--- src/rtl/pipeline_sequencer_if.sv ---
// Handshake and control bundle between the pipeline sequencer and the datapath/memories.
interface pipeline_sequencer_if;
   logic       imem_req;
   logic       imem_ack;
   logic       dmem_access;
   logic       dmem_req;
   logic       dmem_ack;
   logic [4:0] id_rs1;
   logic [4:0] id_rs2;
   logic       id_uses_rs1;
   logic       id_uses_rs2;
   logic [4:0] ex_rd;
   logic       ex_mem_read_enable;
   logic       ex_redirect;
   logic       halt_req;
   logic       pc_en;
   logic       if_id_en;
   logic       id_ex_en;
   logic       ex_mem_en;
   logic       mem_wb_en;
   logic       if_id_flush;
   logic       id_ex_flush;
   logic       halted;

   modport master (
      input  imem_ack, dmem_access, dmem_ack, id_rs1, id_rs2, id_uses_rs1, id_uses_rs2,
             ex_rd, ex_mem_read_enable, ex_redirect, halt_req,
      output imem_req, dmem_req, pc_en, if_id_en, id_ex_en, ex_mem_en, mem_wb_en,
             if_id_flush, id_ex_flush, halted
   );

   modport slave (
      output imem_ack, dmem_access, dmem_ack, id_rs1, id_rs2, id_uses_rs1, id_uses_rs2,
             ex_rd, ex_mem_read_enable, ex_redirect, halt_req,
      input  imem_req, dmem_req, pc_en, if_id_en, id_ex_en, ex_mem_en, mem_wb_en,
             if_id_flush, id_ex_flush, halted
   );
endinterface

--- src/rtl/pipeline_sequencer.sv ---
// Global-step sequencer for the five-stage core: memory handshakes, load-use bubbles,
// redirect flushes, external halt and a saturating stall-cycle counter.
module pipeline_sequencer #(
   parameter int unsigned CounterSize = 32
) (
   input  logic                   clk_i,
   input  logic                   rst_ni,
   pipeline_sequencer_if.master   seq_io,
   output logic [CounterSize-1:0] stall_cycles_o
);

   typedef enum logic [1:0] {StIdle, StRun, StHalt} state_e;

   state_e                 state_q, state_d;
   logic                   fetch_done_q, fetch_done_d;
   logic                   data_done_q, data_done_d;
   logic [CounterSize-1:0] stall_q, stall_d;

   logic run;
   logic step;
   logic load_use;

   assign run  = (state_q == StRun);
   assign step = run & (fetch_done_q | seq_io.imem_ack) &
                 (~seq_io.dmem_access | data_done_q | seq_io.dmem_ack);

   assign load_use = seq_io.ex_mem_read_enable & (seq_io.ex_rd != 5'd0) &
                     ((seq_io.id_uses_rs1 & (seq_io.id_rs1 == seq_io.ex_rd)) |
                      (seq_io.id_uses_rs2 & (seq_io.id_rs2 == seq_io.ex_rd)));

   always_ff @(posedge clk_i or negedge rst_ni) begin
      if (!rst_ni) begin
         state_q      <= StIdle;
         fetch_done_q <= 1'b0;
         data_done_q  <= 1'b0;
         stall_q      <= '0;
      end else begin
         state_q      <= state_d;
         fetch_done_q <= fetch_done_d;
         data_done_q  <= data_done_d;
         stall_q      <= stall_d;
      end
   end

   always_comb begin
      state_d = state_q;
      unique case (state_q)
         StIdle:  state_d = StRun;
         StRun:   if (step && seq_io.halt_req) state_d = StHalt;
         StHalt:  if (!seq_io.halt_req) state_d = StRun;
         default: state_d = StIdle;
      endcase
   end

   // Early acks are remembered until the step that consumes them.
   always_comb begin
      fetch_done_d = fetch_done_q | (seq_io.imem_ack & seq_io.imem_req);
      data_done_d  = data_done_q | (seq_io.dmem_ack & seq_io.dmem_req);
      stall_d      = stall_q;
      if (step) begin
         fetch_done_d = 1'b0;
         data_done_d  = 1'b0;
      end
      if (run && !step && (stall_q != {CounterSize{1'b1}})) begin
         stall_d = stall_q + 1'b1;
      end
   end

   always_comb begin
      seq_io.imem_req    = run & ~fetch_done_q;
      seq_io.dmem_req    = run & seq_io.dmem_access & ~data_done_q;
      seq_io.halted      = (state_q == StHalt);
      seq_io.pc_en       = 1'b0;
      seq_io.if_id_en    = 1'b0;
      seq_io.id_ex_en    = 1'b0;
      seq_io.ex_mem_en   = 1'b0;
      seq_io.mem_wb_en   = 1'b0;
      seq_io.if_id_flush = 1'b0;
      seq_io.id_ex_flush = 1'b0;
      if (step) begin
         seq_io.id_ex_en  = 1'b1;
         seq_io.ex_mem_en = 1'b1;
         seq_io.mem_wb_en = 1'b1;
         if (seq_io.ex_redirect) begin
            seq_io.pc_en       = 1'b1;
            seq_io.if_id_en    = 1'b1;
            seq_io.if_id_flush = 1'b1;
            seq_io.id_ex_flush = 1'b1;
         end else if (load_use) begin
            // Hold PC and IF/ID so the dependent instruction is refetched after the bubble.
            seq_io.id_ex_flush = 1'b1;
         end else begin
            seq_io.pc_en    = 1'b1;
            seq_io.if_id_en = 1'b1;
         end
      end
   end

   assign stall_cycles_o = stall_q;

endmodule

--- src/flat_wrapper.sv ---
// flat-port wrapper written by rule: the top's interface ports become plain ports
module pipeline_sequencer_flat 
#(
   parameter int unsigned CounterSize = 32
)
  (clk_i, rst_ni, stall_cycles_o, seq_io_imem_ack, seq_io_dmem_access, seq_io_dmem_ack, seq_io_id_rs1, seq_io_id_rs2, seq_io_id_uses_rs1, seq_io_id_uses_rs2, seq_io_ex_rd, seq_io_ex_mem_read_enable, seq_io_ex_redirect, seq_io_halt_req, seq_io_imem_req, seq_io_dmem_req, seq_io_pc_en, seq_io_if_id_en, seq_io_id_ex_en, seq_io_ex_mem_en, seq_io_mem_wb_en, seq_io_if_id_flush, seq_io_id_ex_flush, seq_io_halted);
  pipeline_sequencer_if seq_io_i ();
  input  logic clk_i;
  input  logic rst_ni;
  output logic [CounterSize-1:0] stall_cycles_o;
  input wire logic [$bits(seq_io_i.imem_ack)-1:0] seq_io_imem_ack;
  input wire logic [$bits(seq_io_i.dmem_access)-1:0] seq_io_dmem_access;
  input wire logic [$bits(seq_io_i.dmem_ack)-1:0] seq_io_dmem_ack;
  input wire logic [$bits(seq_io_i.id_rs1)-1:0] seq_io_id_rs1;
  input wire logic [$bits(seq_io_i.id_rs2)-1:0] seq_io_id_rs2;
  input wire logic [$bits(seq_io_i.id_uses_rs1)-1:0] seq_io_id_uses_rs1;
  input wire logic [$bits(seq_io_i.id_uses_rs2)-1:0] seq_io_id_uses_rs2;
  input wire logic [$bits(seq_io_i.ex_rd)-1:0] seq_io_ex_rd;
  input wire logic [$bits(seq_io_i.ex_mem_read_enable)-1:0] seq_io_ex_mem_read_enable;
  input wire logic [$bits(seq_io_i.ex_redirect)-1:0] seq_io_ex_redirect;
  input wire logic [$bits(seq_io_i.halt_req)-1:0] seq_io_halt_req;
  output wire logic [$bits(seq_io_i.imem_req)-1:0] seq_io_imem_req;
  output wire logic [$bits(seq_io_i.dmem_req)-1:0] seq_io_dmem_req;
  output wire logic [$bits(seq_io_i.pc_en)-1:0] seq_io_pc_en;
  output wire logic [$bits(seq_io_i.if_id_en)-1:0] seq_io_if_id_en;
  output wire logic [$bits(seq_io_i.id_ex_en)-1:0] seq_io_id_ex_en;
  output wire logic [$bits(seq_io_i.ex_mem_en)-1:0] seq_io_ex_mem_en;
  output wire logic [$bits(seq_io_i.mem_wb_en)-1:0] seq_io_mem_wb_en;
  output wire logic [$bits(seq_io_i.if_id_flush)-1:0] seq_io_if_id_flush;
  output wire logic [$bits(seq_io_i.id_ex_flush)-1:0] seq_io_id_ex_flush;
  output wire logic [$bits(seq_io_i.halted)-1:0] seq_io_halted;
  assign seq_io_i.imem_ack = seq_io_imem_ack;
  assign seq_io_i.dmem_access = seq_io_dmem_access;
  assign seq_io_i.dmem_ack = seq_io_dmem_ack;
  assign seq_io_i.id_rs1 = seq_io_id_rs1;
  assign seq_io_i.id_rs2 = seq_io_id_rs2;
  assign seq_io_i.id_uses_rs1 = seq_io_id_uses_rs1;
  assign seq_io_i.id_uses_rs2 = seq_io_id_uses_rs2;
  assign seq_io_i.ex_rd = seq_io_ex_rd;
  assign seq_io_i.ex_mem_read_enable = seq_io_ex_mem_read_enable;
  assign seq_io_i.ex_redirect = seq_io_ex_redirect;
  assign seq_io_i.halt_req = seq_io_halt_req;
  assign seq_io_imem_req = seq_io_i.imem_req;
  assign seq_io_dmem_req = seq_io_i.dmem_req;
  assign seq_io_pc_en = seq_io_i.pc_en;
  assign seq_io_if_id_en = seq_io_i.if_id_en;
  assign seq_io_id_ex_en = seq_io_i.id_ex_en;
  assign seq_io_ex_mem_en = seq_io_i.ex_mem_en;
  assign seq_io_mem_wb_en = seq_io_i.mem_wb_en;
  assign seq_io_if_id_flush = seq_io_i.if_id_flush;
  assign seq_io_id_ex_flush = seq_io_i.id_ex_flush;
  assign seq_io_halted = seq_io_i.halted;
  pipeline_sequencer #(.CounterSize(CounterSize)) u_core (.clk_i(clk_i), .rst_ni(rst_ni), .seq_io(seq_io_i), .stall_cycles_o(stall_cycles_o));
endmodule
--- config.mk ---
export PLATFORM = sky130hd
export DESIGN_NAME = pipeline_sequencer_flat
export DESIGN_NICKNAME = d
export VERILOG_FILES = /design/src/rtl/pipeline_sequencer_if.sv /design/src/rtl/pipeline_sequencer.sv /design/src/flat_wrapper.sv
export SDC_FILE = /design/constraint.sdc
export NUM_CORES = 1
export LEC_CHECK = 0
export ABC_AREA = 1
export BUFFER_PORTS_ARGS = -buffer_cell sky130_fd_sc_hd__buf_2
export CAP_MARGIN = 0
export CELL_PAD_IN_SITES_DETAIL_PLACEMENT = 0
export CELL_PAD_IN_SITES_GLOBAL_PLACEMENT = 1
export CORE_MARGIN = 2
export CORE_UTILIZATION = 30
export DETAILED_ROUTE_END_ITERATION = 16
export PLACE_DENSITY = 0.69
export SLEW_MARGIN = 10
export SYNTH_ARGS = -nofsm -noshare
export SYNTH_HDL_FRONTEND = slang
export SYNTH_SLANG_ARGS = --single-unit
--- constraint.sdc ---
create_clock -name clk_i -period 4.1 [get_ports clk_i]
set_clock_uncertainty 0.15 [all_clocks]
set_input_delay 0.82 -clock clk_i [delete_from_list [all_inputs] [get_ports clk_i]]
set_output_delay 0.82 -clock clk_i [all_outputs]
set_load 0.02 [all_outputs]
=== After elaboration in Yosys (flattened, before gate mapping) ===
Cells that the tools add are included.

* Flip-flop bits (word level): 36
* Input bits: 25
* Logic and storage cells: 53

* Bitwise operators: 20
* Mux-type cells: 14
* Eq/ne operators: 7
* Add/subtract/negate cells: 1
* Reduce and logical (&&, ||, !) cells: 7

{| class="wikitable"
|+ Operators by type and width
! cell !! number
|-
| 32-bit by 1-bit adder with 32-bit output (second input constant) || 1
|-
| 32-bit != test (second input constant) || 1
|-
| 1-bit AND || 11
|-
| 1-bit two-way mux || 11
|-
| 5-bit == test || 2
|-
| 1-bit bitwise OR || 6
|-
| 2-bit one-hot mux with 3 select lines || 1
|-
| 5-bit nonzero test || 1
|-
| 2-bit two-way mux || 2
|-
| 2-bit != test (second input constant) || 2
|-
| 1-bit logical AND || 3
|-
| 1-bit NOT || 3
|-
| 2-bit by 1-bit == test with 1-bit output (second input constant) || 1
|-
| 2-bit == test (second input constant) || 1
|-
| 2-bit zero test || 1
|-
| 2-bit AND reduction || 1
|-
| 1-bit zero test || 1
|}

=== Logic depth before layout (Yosys ltp) ===
* Word-level depth: 7
* Mapped depth: 11
* Depth with buffers taken out: 10

=== Worst setup path before layout ===
OpenSTA, ideal clock, no wires.

* Path kind: input port to output port
* From: in seq_io_dmem_ack
* To: out seq_io_pc_en
* Path slack: 1.282 ns
* Arrival time: 1.848 ns
* Cell stages on the path: 7
* Data required time: 3.130 ns
* Path buffers: 1
* Path through: inv_1 nand3_1 nand3_1 inv_1 nand2_1 nand2_1 buf_4

* Cells in the longest elaborated chain, start to end: 3

{| class="wikitable"
|+ Ends and longest elaborated chain
! element !! line !! text
|-
| start: declaration || flat_wrapper.sv:13 || <nowiki>input wire logic [$bits(seq_io_i.dmem_ack)-1:0] seq_io_dmem_ack;</nowiki>
|-
| 1-bit bitwise OR || pipeline_sequencer.sv:25 || <nowiki>(~seq_io.dmem_access | data_done_q | seq_io.dmem_ack);</nowiki>
|-
| 1-bit AND || pipeline_sequencer.sv:24 || <nowiki>assign step = run & (fetch_done_q | seq_io.imem_ack) &</nowiki>
|-
| 1-bit two-way mux || n/a ||
|-
| end: declaration || flat_wrapper.sv:24 || <nowiki>output wire logic [$bits(seq_io_i.pc_en)-1:0] seq_io_pc_en;</nowiki>
|}

No other way between the ends.

=== Worst setup path in the final report ===
* From: in seq_io_dmem_ack
* To: out seq_io_pc_en

* Cells in the longest elaborated chain, start to end: 3

{| class="wikitable"
|+ Ends and longest elaborated chain
! element !! line !! text
|-
| 1-bit bitwise OR || pipeline_sequencer.sv:25 ||
|-
| 1-bit AND || pipeline_sequencer.sv:24 ||
|-
| 1-bit two-way mux || pipeline_sequencer.sv:80 || <nowiki>if (step) begin</nowiki>
|}

No other way between the ends.

==> reports/qor.json <==
{
  "sta": {
    "final_number_of_hold_violating_endpoints": 0,
    "setup_viol_count_final": 0,
    "final_period_minus_worst_setup_slack_ns": 2.72,
    "rsz0062_at_grt": "false",
    "report.final.slew_viol_count": 0,
    "finalSetupTns_ns": 0,
    "whs_ns": 0.359,
    "max_freq_mhz": 367,
    "timing.slew.headroom_pct": 44.0,
    "period_share_pct": 66.4,
    "worst_slew_pin_slew_ns": 0.841
  },
  "pwr": {
    "total_power_mw": 1.14,
    "power_density_mw_per_mm2": 361,
    "total_leakage_power_nw": 1.78,
    "largest_voltage_drop_on_the_vdd_net_mv": 0.266
  },
  "worst_setup_path": {
    "critPathLaunch": "seq_io_dmem_ack",
    "worstSetupEndpointType": "output port",
    "data_arrival_time_of_the_critical_path_ns": 1.75,
    "critPathLaunchType": "input pin",
    "endpoint": "seq_io_pc_en",
    "timing.critical_path.required_ns": 3.13,
    "cpMaxStageDelayCell": "inv_1",
    "setup_slack_reg_to_reg_ns": 1.73,
    "path_class": "in -> out",
    "timing.critical_path.fanout_max": 7,
    "timing.critical_path.slowest_cell_delay_ns": 0.19,
    "crit_path_cells": "buf_2 -> inv_1 -> nand3_1 -> nand3_1 -> inv_1 -> nand2_1 -> nand2_1 -> buf_2",
    "ff2ff_path_depth": 10,
    "worstReg2RegEnd": "u_core.stall_cycles_o[18]",
    "launching_point_of_the_worst_reg2reg_path": "u_core.stall_cycles_o[0]"
  },
  "routing": {
    "detail_route.wirelength_mm": 7.22,
    "drt_pre_antenna_iters": 4,
    "post_drt_wl_per_cell_um": 11.7,
    "final_antenna_net_count": 0,
    "vias": 2746,
    "drt_drc_violations_left": 0,
    "detailedRoute.firstIterationViolations": 68,
    "vias_per_cell": 4.43
  },
  "die": {
    "fp.dieArea_sq_mm": 0.00968,
    "initial_core_util_pct": 30.8,
    "fp.dieW_um": 98.4,
    "chipHeight_um": 98.4,
    "placement_rows": 34,
    "io-pin-count": 67,
    "core_area_sq_mm": 0.00868
  },
  "clock_tree": {
    "clkTransAtPathRegs_ns": 0.08,
    "worstSkewPairLatency_ns": 0.29,
    "tritoncts_num_sinks": 36,
    "cts-htree-levels": 2,
    "tritoncts.num_buffers": 5,
    "root_buffer_selected_by_cts": "clkbuf_8",
    "cts_setup_buffers": 0,
    "postCtsHoldBufs": 0,
    "post_cts.resized_instances": 0,
    "clk_buf_depth": 2,
    "tritoncts": "yes"
  },
  "yosys": {
    "synth_seq_cells": 36,
    "netlist-cell-type-count": 22,
    "netlist_instances": 447,
    "post_syn_nets": 473,
    "yosys_warnings": 0,
    "syn-mean-instance-area_sq_um": 5.98,
    "synth.cell_area_sq_mm": 0.00267,
    "synth-seq-area-share_pct": 33.7
  },
  "global_routing": {
    "grt_overflow_total": 0,
    "grt_antenna_before_repair": 0,
    "grt_pass1_vias": 2632,
    "grt.total_usage_pct": 15.6,
    "first_pass_grt_wire_length_mm": 12.2,
    "grt_max_degree": 37
  },
  "layout": {
    "layout.core_utilization_pct": 36.3,
    "drive_gt1_share_pct": 16.4,
    "insertedDiodeCount": 0,
    "area.growth.synth_to_final_pct": 17.8,
    "layout.nets": 538
  },
  "place": {
    "gpl.final_weighted_congestion": 0.876,
    "port_buffers": 66,
    "hpwl_mm": 5.66
  },
  "worst_hold_path": {
    "min_delay_worst_type": "reg -> reg"
  },
  "run": {
    "drv.max_cap_violation_count": 0
  },
  "run_status": {
    "outcome": "complete, no violations"
  }
}
Yosys cell counts:
cell / n / area (sq um)
nor2_8: 1 / 20.0
nand2_4: 2 / 22.5
inv_1: 52 / 195
nor2_1: 61 / 229
dfrtp_1: 36 / 901
buf_6: 2 / 22.5
nand2_2: 2 / 12.5
xnor2_1: 5 / 43.8
inv_4: 1 / 6.26
nand2_1: 229 / 860
a21oi_4: 1 / 16.3
nand4_1: 4 / 25.0
nor3_1: 1 / 5.00
nor2_4: 1 / 11.3
xor2_1: 8 / 70.1
nor2_2: 3 / 18.8
buf_4: 6 / 45.0
a22o_1: 1 / 8.76
ha_1: 1 / 12.5
nand3_1: 22 / 110
o21ai_0: 7 / 35.0
inv_2: 1 / 3.75
final cells by class:
type	count	area (sq um)
clock buffer	6	72.6
clock inverter	1	5.00
fill	996	5530
inverter	54	205
multi-input combinational	349	1500
sequential	36	901
tap	108	135
timing repair buffer	66	330
logic make-up (layout without fill, tap and decap cells):
family,after synthesis,in the layout,share of synthesized area (%)
flip-flops,36,36,33.7
adder cells (fa/ha/maj),1,1,0.468
AO/OA/AOI/OAI,9,9,2.25
buffers and inverters,62,127,10.2
AND/OR/NAND/NOR,326,326,49.1
XOR/XNOR,13,13,4.26
metrics by stage:
| step | setup WS [ns] | cells | area (sq um) |
|---|---|---|---|
| after floorplan | 1.28 | 447 | 2670 |
| after global placement | 1.43 | 613 | 3070 |
| after detailed placement | 1.37 | 613 | 3070 |
| after CTS | 1.36 | 620 | 3150 |
| after global routing | 1.31 | 620 | 3150 |
| final | 1.38 | 620 | 3150 |
registers in the layout, indices dropped and copies added (netlist names):
signal,count
u_core.state_q,2
u_core.stall_cycles_o,32
u_core.data_done_q,1
u_core.fetch_done_q,1
how the worst min path moves through the flow:
stage	startpoint	to	slack, ns	depth (start not counted)
4_1_cts	u_core.data_done_q	u_core.data_done_q	0.36	2
6_report	u_core.data_done_q	u_core.data_done_q	0.36	2
3_5_place_dp	u_core.data_done_q	u_core.data_done_q	0.35	2
5_1_grt	u_core.data_done_q	u_core.data_done_q	0.41	2
2_1_floorplan	u_core.data_done_q	u_core.data_done_q	0.32	2
3_3_place_gp	u_core.data_done_q	u_core.data_done_q	0.36	2
critical path: cells and delay by family:
family / cells / cell delay [ns]
buffers and inverters: 4 / 0.46
and+or+nand+nor: 4 / 0.46
where the power goes:
part           switching, mW  internal (mW)  leakage (nW)  total, mW
clock                  0.134          0.116        0.0410      0.249
combinational          0.321          0.128          1.25      0.448
sequential            0.0453          0.394         0.492      0.439
per-layer routing:
layer  GRT usage (%)  wire, um  vias up  share of wire [%]
met1            19.4      3380     1204                 47
met3            3.65       415       11                5.7
met2            27.1      3310       65                 46
met4            4.11       113        0                1.6
met5               0         0        -                  0
li1                -         -     1466                  -
cell usage in the layout, fill, tap and decap left out, types with 2 or more instances in the layout:
master      n
dfrtp_1    36
inv_1      52
buf_2      66
o21ai_0     7
nand4_1     4
nand2_1   229
nand3_1    22
nor2_2      3
nor2_1     61
xnor2_1     5
nand2_2     2
xor2_1      8
clkbuf_8    5
nand2_4     2
Power figures use the tool's default switching activity.
